`config.mk`:
```
export PLATFORM = sky130hd
export DESIGN_NAME = pix_stream_gen
export DESIGN_NICKNAME = d
export VERILOG_FILES = /design/src/rtl/pix_stream_gen.sv
export SDC_FILE = /design/constraint.sdc
export NUM_CORES = 1
export LEC_CHECK = 0
export CAP_MARGIN = 20
export CORE_ASPECT_RATIO = 1.75
export CORE_MARGIN = 3
export CORE_UTILIZATION = 45
export CTS_CLUSTER_SIZE = 25
export DETAILED_ROUTE_END_ITERATION = 6
export PLACE_DENSITY = 0.76
export RECOVER_POWER = 50
export SYNTH_ARGS = -nofsm -noshare
export SYNTH_HDL_FRONTEND = slang
export SYNTH_SLANG_ARGS = --single-unit
```
`constraint.sdc`:
```
create_clock -name clk -period 4.3 [get_ports clk]
set_clock_uncertainty 0.1 [all_clocks]
set_input_delay 0.43 -clock clk [delete_from_list [all_inputs] [get_ports clk]]
set_output_delay 0.43 -clock clk [all_outputs]
set_load 0.01 [all_outputs]
```
`src/rtl/pix_stream_gen.sv`:
```
// pix_stream_gen: image-sensor emulator driving FV/LV/pixel timing.
// Ports: clk, rst, start, pattern -> busy, done, pix_frameValid, pix_lineValid, pix_d.
module pix_stream_gen #(
  parameter int Width      = 12,
  parameter int Cols       = 8,
  parameter int Rows       = 4,
  parameter int HBlank     = 2,
  parameter int VBlankPre  = 3,
  parameter int VBlankPost = 3
) (
  input  logic             clk,
  input  logic             rst,
  input  logic             start,
  input  logic [1:0]       pattern,
  output logic             busy,
  output logic             done,
  output logic             pix_frameValid,
  output logic             pix_lineValid,
  output logic [Width-1:0] pix_d
);

  localparam int CW = (Cols > 1) ? $clog2(Cols) : 1;
  localparam int RW = (Rows > 1) ? $clog2(Rows) : 1;
  localparam int NW = (Rows * Cols > 1) ? $clog2(Rows * Cols) : 1;
  localparam int BM0 = (VBlankPre > VBlankPost) ? VBlankPre : VBlankPost;
  localparam int BMAX = (BM0 > HBlank) ? BM0 : HBlank;
  localparam int BW = (BMAX > 1) ? $clog2(BMAX) : 1;

  localparam logic [CW-1:0] ColLast  = CW'(Cols - 1);
  localparam logic [RW-1:0] RowLast  = RW'(Rows - 1);
  localparam logic [BW-1:0] PreLast  = BW'(VBlankPre - 1);
  localparam logic [BW-1:0] HbLast   = BW'(HBlank - 1);
  localparam logic [BW-1:0] PostLast = BW'(VBlankPost - 1);

  typedef enum logic [2:0] {
    S_IDLE,
    S_VPRE,
    S_ACTIVE,
    S_HBLANK,
    S_VPOST
  } state_t;

  state_t            state_q, state_d;
  logic [RW-1:0]     row_q, row_d;
  logic [CW-1:0]     col_q, col_d;
  logic [NW-1:0]     n_q, n_d;
  logic [BW-1:0]     cnt_q, cnt_d;
  logic [1:0]        pat_q, pat_d;
  logic              busy_q, busy_d;
  logic              done_q, done_d;
  logic              fv_q, fv_d;
  logic              lv_q, lv_d;
  logic [Width-1:0]  pd_q, pd_d;

  // Pixel value for a given position; wide values keep their low bits.
  function automatic logic [Width-1:0] pix_val(
    input logic [1:0]    p,
    input logic [RW-1:0] r,
    input logic [CW-1:0] c,
    input logic [NW-1:0] n
  );
    logic [31:0] v;
    v = '0;
    unique case (p)
      2'd0:    v = 32'(n);
      2'd1:    v = 32'(c);
      2'd2:    v = 32'(r);
      default: v = (r[0] ^ c[0]) ? '1 : '0;
    endcase
    return v[Width-1:0];
  endfunction

  always_comb begin
    state_d = state_q;
    row_d   = row_q;
    col_d   = col_q;
    n_d     = n_q;
    cnt_d   = cnt_q;
    pat_d   = pat_q;
    busy_d  = busy_q;
    done_d  = 1'b0;
    fv_d    = fv_q;
    lv_d    = 1'b0;
    pd_d    = '0;
    unique case (state_q)
      S_IDLE: begin
        busy_d = 1'b0;
        fv_d   = 1'b0;
        if (start) begin
          state_d = S_VPRE;
          pat_d   = pattern;
          row_d   = '0;
          col_d   = '0;
          n_d     = '0;
          cnt_d   = '0;
          fv_d    = 1'b1;
          busy_d  = 1'b1;
        end
      end
      S_VPRE: begin
        if (cnt_q == PreLast) begin
          state_d = S_ACTIVE;
          lv_d    = 1'b1;
          pd_d    = pix_val(pat_q, row_q, col_q, n_q);
        end else begin
          cnt_d = cnt_q + 1'b1;
        end
      end
      S_ACTIVE: begin
        n_d = n_q + 1'b1;
        if (col_q != ColLast) begin
          col_d = col_q + 1'b1;
          lv_d  = 1'b1;
          pd_d  = pix_val(pat_q, row_q, col_d, n_d);
        end else begin
          col_d = '0;
          cnt_d = '0;
          if (row_q != RowLast) begin
            row_d   = row_q + 1'b1;
            state_d = S_HBLANK;
          end else begin
            state_d = S_VPOST;
          end
        end
      end
      S_HBLANK: begin
        if (cnt_q == HbLast) begin
          state_d = S_ACTIVE;
          lv_d    = 1'b1;
          pd_d    = pix_val(pat_q, row_q, col_q, n_q);
        end else begin
          cnt_d = cnt_q + 1'b1;
        end
      end
      S_VPOST: begin
        if (cnt_q == PostLast) begin
          state_d = S_IDLE;
          fv_d    = 1'b0;
          busy_d  = 1'b0;
          done_d  = 1'b1;
        end else begin
          cnt_d = cnt_q + 1'b1;
        end
      end
      default: begin
        state_d = S_IDLE;
        fv_d    = 1'b0;
        busy_d  = 1'b0;
      end
    endcase
  end

  always_ff @(posedge clk) begin
    if (rst) begin
      state_q <= S_IDLE;
      row_q   <= '0;
      col_q   <= '0;
      n_q     <= '0;
      cnt_q   <= '0;
      pat_q   <= '0;
      busy_q  <= 1'b0;
      done_q  <= 1'b0;
      fv_q    <= 1'b0;
      lv_q    <= 1'b0;
      pd_q    <= '0;
    end else begin
      state_q <= state_d;
      row_q   <= row_d;
      col_q   <= col_d;
      n_q     <= n_d;
      cnt_q   <= cnt_d;
      pat_q   <= pat_d;
      busy_q  <= busy_d;
      done_q  <= done_d;
      fv_q    <= fv_d;
      lv_q    <= lv_d;
      pd_q    <= pd_d;
    end
  end

  assign busy           = busy_q;
  assign done           = done_q;
  assign pix_frameValid = fv_q;
  assign pix_lineValid  = lv_q;
  assign pix_d          = pd_q;

endmodule

```
==> results of run 1 <==
logic make-up after synthesis:
kind of cell | after synthesis
buffers and inverters | 25
AND/OR/NAND/NOR | 62
XOR/XNOR | 4
multiplexers | 11
adder cells (fa/ha/maj) | 7
flip-flops | 26
AO/OA/AOI/OAI | 48
cells in the final DEF (no fill, tap or decap), types with 3 or more instances in the layout:
master	count
dlygate4sd3_1	15
o21ai_0	9
o22ai_1	3
clkdlybuf4s50_1	5
nor2_1	22
nand3_1	7
clkbuf_8	4
a21oi_1	13
dfxtp_1	26
ha_1	6
nand2_1	8
inv_1	5
xor2_1	3
a22oi_1	4
mux2i_1	8
nor3_1	3
nor3b_1	3
sequential cells by signal (all words and copies together), names as in the netlist:
register,count
cnt_q,2
col_q,3
done,1
n_q,5
pat_q,2
pix_d,6
pix_frameValid,1
pix_lineValid,1
row_q,2
state_q,3
worst reg2reg max path: stages (launching register included):
cell	delay, ns
dfxtp_1	0.40
ha_1	0.24
ha_1	0.28
or2_1	0.26
a311o_1	0.41
nand3_1	0.09
a21oi_1	0.07
layer usage:
| layer | share of wire (%) | wire length (µm) | vias to the layer above | GRT usage (%) |
|---|---|---|---|---|
| li1 | - | - | 663 | - |
| met5 | 0 | 0 | - | 0 |
| met1 | 37 | 1280 | 644 | 17.8 |
| met3 | 2.8 | 96 | 14 | 2.15 |
| met4 | 5.4 | 187 | 0 | 15.9 |
| met2 | 55 | 1920 | 38 | 32.9 |
path summary, 6_finish.rpt:
kind | from | slack (ns) | end
worst min register to register | cnt_q[1]$_SDFFE_PP0P_ | 0.44 | cnt_q[1]$_SDFFE_PP0P_
worst max register to register | col_q[0]$_SDFFE_PP0P_ | 2.32 | cnt_q[1]$_SDFFE_PP0P_
worst max-delay path | rst | 2.09 | pix_d[4]$_SDFF_PP0_
worst min-delay path | cnt_q[1]$_SDFFE_PP0P_ | 0.44 | cnt_q[1]$_SDFFE_PP0P_
through the flow:
stage	setup slack (ns)	power, mW	utilization, %
6_report	2.09	0.451	53.6
5_1_grt	1.94	0.470	53.6
3_5_place_dp	1.87	0.300	52.1
3_3_place_gp	1.98	0.298	52.1
2_1_floorplan	2.64	0.288	-
4_1_cts	2.14	0.457	53.8
power by group:
part / total (mW) / switching (mW) / leakage [nW] / internal, mW
clock network: 0.157 / 0.0755 / 0.0288 / 0.0819
registers: 0.255 / 0.0103 / 0.210 / 0.244
logic: 0.0392 / 0.0206 / 0.464 / 0.0186
final cells by class:
class | instances | area share, %
multi-input cells | 132 | 50.7
flip-flops and latches | 26 | 30.2
repair buffers | 20 | 11.6
clock buffers | 4 | 3.20
well taps | 43 | 3.13
inverters | 5 | 1.09
==> flow_summary.toml, run 1 <==
[clock_network]
hold_buffers = 0
cts-root-buf = "clkbuf_8"
clock_sinks = 26
post-cts-setup-buffer-count = 0
cts_buffer_depth = 2
insertion_delay_ns = 0.27
cts-buffers-inserted = 3
post_cts_resized = 0
clkTransAtPathRegs_ns = 0.09
htreeDepth = 1
cts_tree = "yes"

[synth]
yosys.area.top_type = "dfxtp_1"
ys_ff_latch = 26
synthMuxAreaShare_pct = 8.15
syn_nets = 194
synth-main-ff-cell = "dfxtp_1"
synth.most_common_cell = "dfxtp_1"
synthXorXnorAreaFrac_pct = 2.28
synth-adder-area-share_pct = 5.54
synthArstFlopShare_pct = 0
synth_commonest_cells = "dfxtp_1, nor2_1, a21oi_1"
synth.avg_cell_area_um2 = 8.39
synth-compound-area-share_pct = 20.5
seq_area_frac_synth_pct = 33.9
synth-edff-count = 0
yosys.area.top_type_share_pct = 33.9
synth-simple-area-share_pct = 20.9
syn_inst = 183
ys_warn_count = 0
synth_top_family_by_area = "simple AND/OR/NAND/NOR gates"
synth_area_um2 = 1540
ys_types = 49
synthTopCellsByArea = "dfxtp_1, nor2_1, mux2i_1"

[power]
cellLeakagePower_nw = 0.704
powerDensity_nw_per_um2 = 262
ir_drop_mv = 0.123

[route]
vias_per_cell = 5.91
wl_per_cell_um = 15.1
initialDrtViolationCount = 44
route.detailed.drc = 0
firstDrtPassIters = 6
drtAntennaViolNets = 0
vias = 1359
routed_wl_um = 3480

[place]
dp.cells = 226
place.gp.congestion = 0.896
placed_cell_area_um2 = 1670
port_buffers = 20
hpwl_um = 2630

[timing]
fin_crit_sh_pct = 51.4
finalSetupViolCount = 0
grt_setup_unrepaired = "no"
fin_crit_ns = 2.21
clock.fmax_mhz = 453
tns_ns = 0
relSlewSlack_pct = 51.1
hold_ws_ns = 0.436
tightest_slew_ns = 0.732
hold_violations = 0
slew_violations = 0

[finish]
design_area_um2 = 1720
synthToLayoutAreaGrowth_pct = 12.1
antennaDiodeCount = 0
fillerInstances = 313
seq_area_um2 = 520
drive_above_1_share_pct = 4.28
final_cells = 230
fin_nets = 199
multi_input_area_um2 = 873

[worst_setup_path]
endpoint_kind = "flop"
cpLargestDelayFamily = "buffers and inverters"
cp_num_cells = 5
reg2regPathDepth = 6
path_max_fanout = 20
worstPathArrival_ns = 2.27
path_buf_inv = 1
cp_slowest_stage_delay_ns = 1.01
cp_slowest_cell = "dlygate4sd3_1"
cp-start-kind = "primary input"
path_class = "in -> reg"
critical_path_required_ns = 4.36
crit_chain = "dlygate4sd3_1, nor2_1, nand3_1, nor4_1, a311o_1"

[global_routing]
grt_max_degree = 21
grt_pass1_vias = 1358
grt_pass1_wl_um = 6010
grt_usage_pct = 18.5
grt-ovfl-total = 0
antenna_found_initial = 0

[floorplanning]
dieArea_um2 = 4180
pin_count = 21
rows = 27
core_um2 = 3210
die_h_um = 83.3
die_w_um = 50.2
start_util_pct = 47.8

[status]
status = "completed"

[run]
cap_violations = 0

[hold_path]
hold_path_class = "reg -> reg"
hold_depth = 2
Note: power is estimated with default switching activity, not from simulation.
==> run 2, diff against run 1 <==
Settings changed: PLACE_DENSITY 0.76 to 0.78.
Clock period 4.3 ns to 1.95 ns, I/O delays scaled along.
==> run 2 against run 1 <==
Count of clock-buffer cells in the layout stayed put. Total power increased by 120%. Cell area is 4.5% higher. Wire length rose by 2.0%. Cell count is 4.3% higher. Die area is the same. Global-route usage is 0.11 points higher. Via count grew 1.8%. Critical path depth increased by 1. Largest cell class unchanged. Largest power group unchanged.
==> flow_summary.toml, run 2 (synthesis results as in run 1) <==
[power]
powerDensity_nw_per_um2 = 557
cellLeakagePower_nw = 0.737
ir_drop_mv = 0.328

[place]
place.gp.congestion = 0.893
dp.cells = 236
pre_cts_slack_ns = 0.127
port_buffers = 20
hpwl_um = 2780

[clock_network]
hold_buffers = 0
cts_buffer_depth = 2
post-cts-setup-buffer-count = 0
cts-root-buf = "clkbuf_8"
cts_tree = "yes"
clock_sinks = 26
insertion_delay_ns = 0.27
htreeDepth = 1
clkTransAtPathRegs_ns = 0.09
cts-buffers-inserted = 3

[worst_setup_path]
cp-start-kind = "flop"
path_max_fanout = 7
cp_slowest_stage_delay_ns = 0.34
crit_path_frequent_cell = "ha_1"
crit_chain = "ha_1, ha_1, or2_1, a311oi_1, o21ai_0, a21oi_1"
endpoint_kind = "flop"
path_class = "reg -> reg"
cpLargestDelayFamily = "compound AO/OA/AOI/OAI gates"
cp_slowest_cell = "dfxtp_1"
path_buf_inv = 0
worstPathArrival_ns = 1.93
critical_path_required_ns = 2.06

[finish]
synthToLayoutAreaGrowth_pct = 17.2
final_cells = 240
utilization_pct = 56.1
fin_nets = 209
antennaDiodeCount = 0
final_common_cell = "dfxtp_1"
largest_register_ff_count = 6
most-common-layout-cells = "dfxtp_1, nor2_1, a21oi_1, clkdlybuf4s50_1, o21ai_0"
drive_above_1_share_pct = 9.14

[timing]
worst_slack_ns = 0.130
relSlewSlack_pct = 55.5
tightest_slew_ns = 0.659
grt_setup_unrepaired = "no"
finalSetupViolCount = 0
fin_crit_ns = 1.82
clock.fmax_mhz = 549
tns_ns = 0
slew_violations = 0
fin_crit_sh_pct = 93.3
hold_violations = 0

[floorplanning]
die_h_um = 83.3
start_util_pct = 47.8
die_w_um = 50.2
rows = 27
pin_count = 21
core_um2 = 3210
dieArea_um2 = 4180

[route]
routed_wl_um = 3560
route.detailed.drc = 0
drtAntennaViolNets = 0
wl_per_cell_um = 14.8
firstDrtPassIters = 5
vias_per_cell = 5.76
vias = 1383
initialDrtViolationCount = 64

[global_routing]
grt-ovfl-total = 0
grt_max_degree = 21
grt_pass1_wl_um = 6100
grt_pass1_vias = 1391
grt_usage_pct = 18.6
antenna_found_initial = 0

[run]
cap_violations = 0

[status]
status = "completed"

[hold_path]
hold_path_class = "reg -> reg"
[run 2: cell count changes in the layout (fill, tap and decap cells not counted)]
cell	change
buf_4	+9
clkdlybuf4s50_1	+6
dlygate4sd3_1	-6
clkbuf_1	+1
nor4_1	-1
nor4_2	+1
o21ai_0	+1
o21ai_1	-1
[run 2: path summary, 6_finish.rpt]
check	from	end	slack [ns]	depth (start not counted)
worst max-delay path	col_q[1]$_SDFFE_PP0P_	cnt_q[0]$_SDFFE_PP0P_	0.13	6
worst min-delay path	cnt_q[1]$_SDFFE_PP0P_	cnt_q[1]$_SDFFE_PP0P_	0.41	2
worst max register to register	col_q[1]$_SDFFE_PP0P_	cnt_q[0]$_SDFFE_PP0P_	0.13	6
worst min register to register	cnt_q[1]$_SDFFE_PP0P_	cnt_q[1]$_SDFFE_PP0P_	0.41	2
[run 2: routing by layer]
layer  global-route usage, %  vias to the layer above  wire (µm)
met3                    2.15                       17        145
met2                    33.9                       48       2040
met4                    13.6                        0        148
li1                        -                      678          -
met1                    18.1                      640       1220
met5                       0                        -          0
[run 2: final cells by class]
class                      instances  area, µm²
fill                             309       1410
multi-input combinational        132        880
sequential                        26        520
timing repair buffer              30        272
clock buffer                       4       55.1
tap                               43       53.8
inverter                           5       18.8
[run 2: timing repair]
| action | in CTS | in global routing |
|---|---|---|
| gates resized for setup | 0 | 1 |
| endpoints found under the hold margin | 0 | 0 |
| setup endpoints to repair | 0 | 1 |
[run 2: per-stage QoR]
| step | total power, mW | hold slack [ns] | instance area [µm²] |
|---|---|---|---|
| floorplan | 0.636 | 0.242 | 1540 |
| global placement | 0.667 | 0.380 | 1750 |
| finish | 1.00 | 0.411 | 1800 |
| detailed placement | 0.671 | 0.409 | 1750 |
| CTS | 1.02 | 0.422 | 1800 |
| global route | 1.05 | 0.448 | 1800 |
[run 2: report_power, final]
part | total (mW) | internal [mW] | leakage (nW) | switching [mW]
Clock | 0.345 | 0.181 | 0.0288 | 0.164
Combinational | 0.102 | 0.0477 | 0.498 | 0.0543
Sequential | 0.555 | 0.538 | 0.210 | 0.0166
Total | 1.00 | 0.767 | 0.737 | 0.235
[run 2: worst min-delay path: cells and delay by family, from the launching register on]
kind / cells / cell delay, ns
compound gates: 2 / 0.14
flops: 1 / 0.33
==> run 3, diff against run 2 <==
Settings changed: SLEW_MARGIN set to 10.
==> results of run 3 <==
The final DEF is identical to that of run 2; final timing and power are the same.
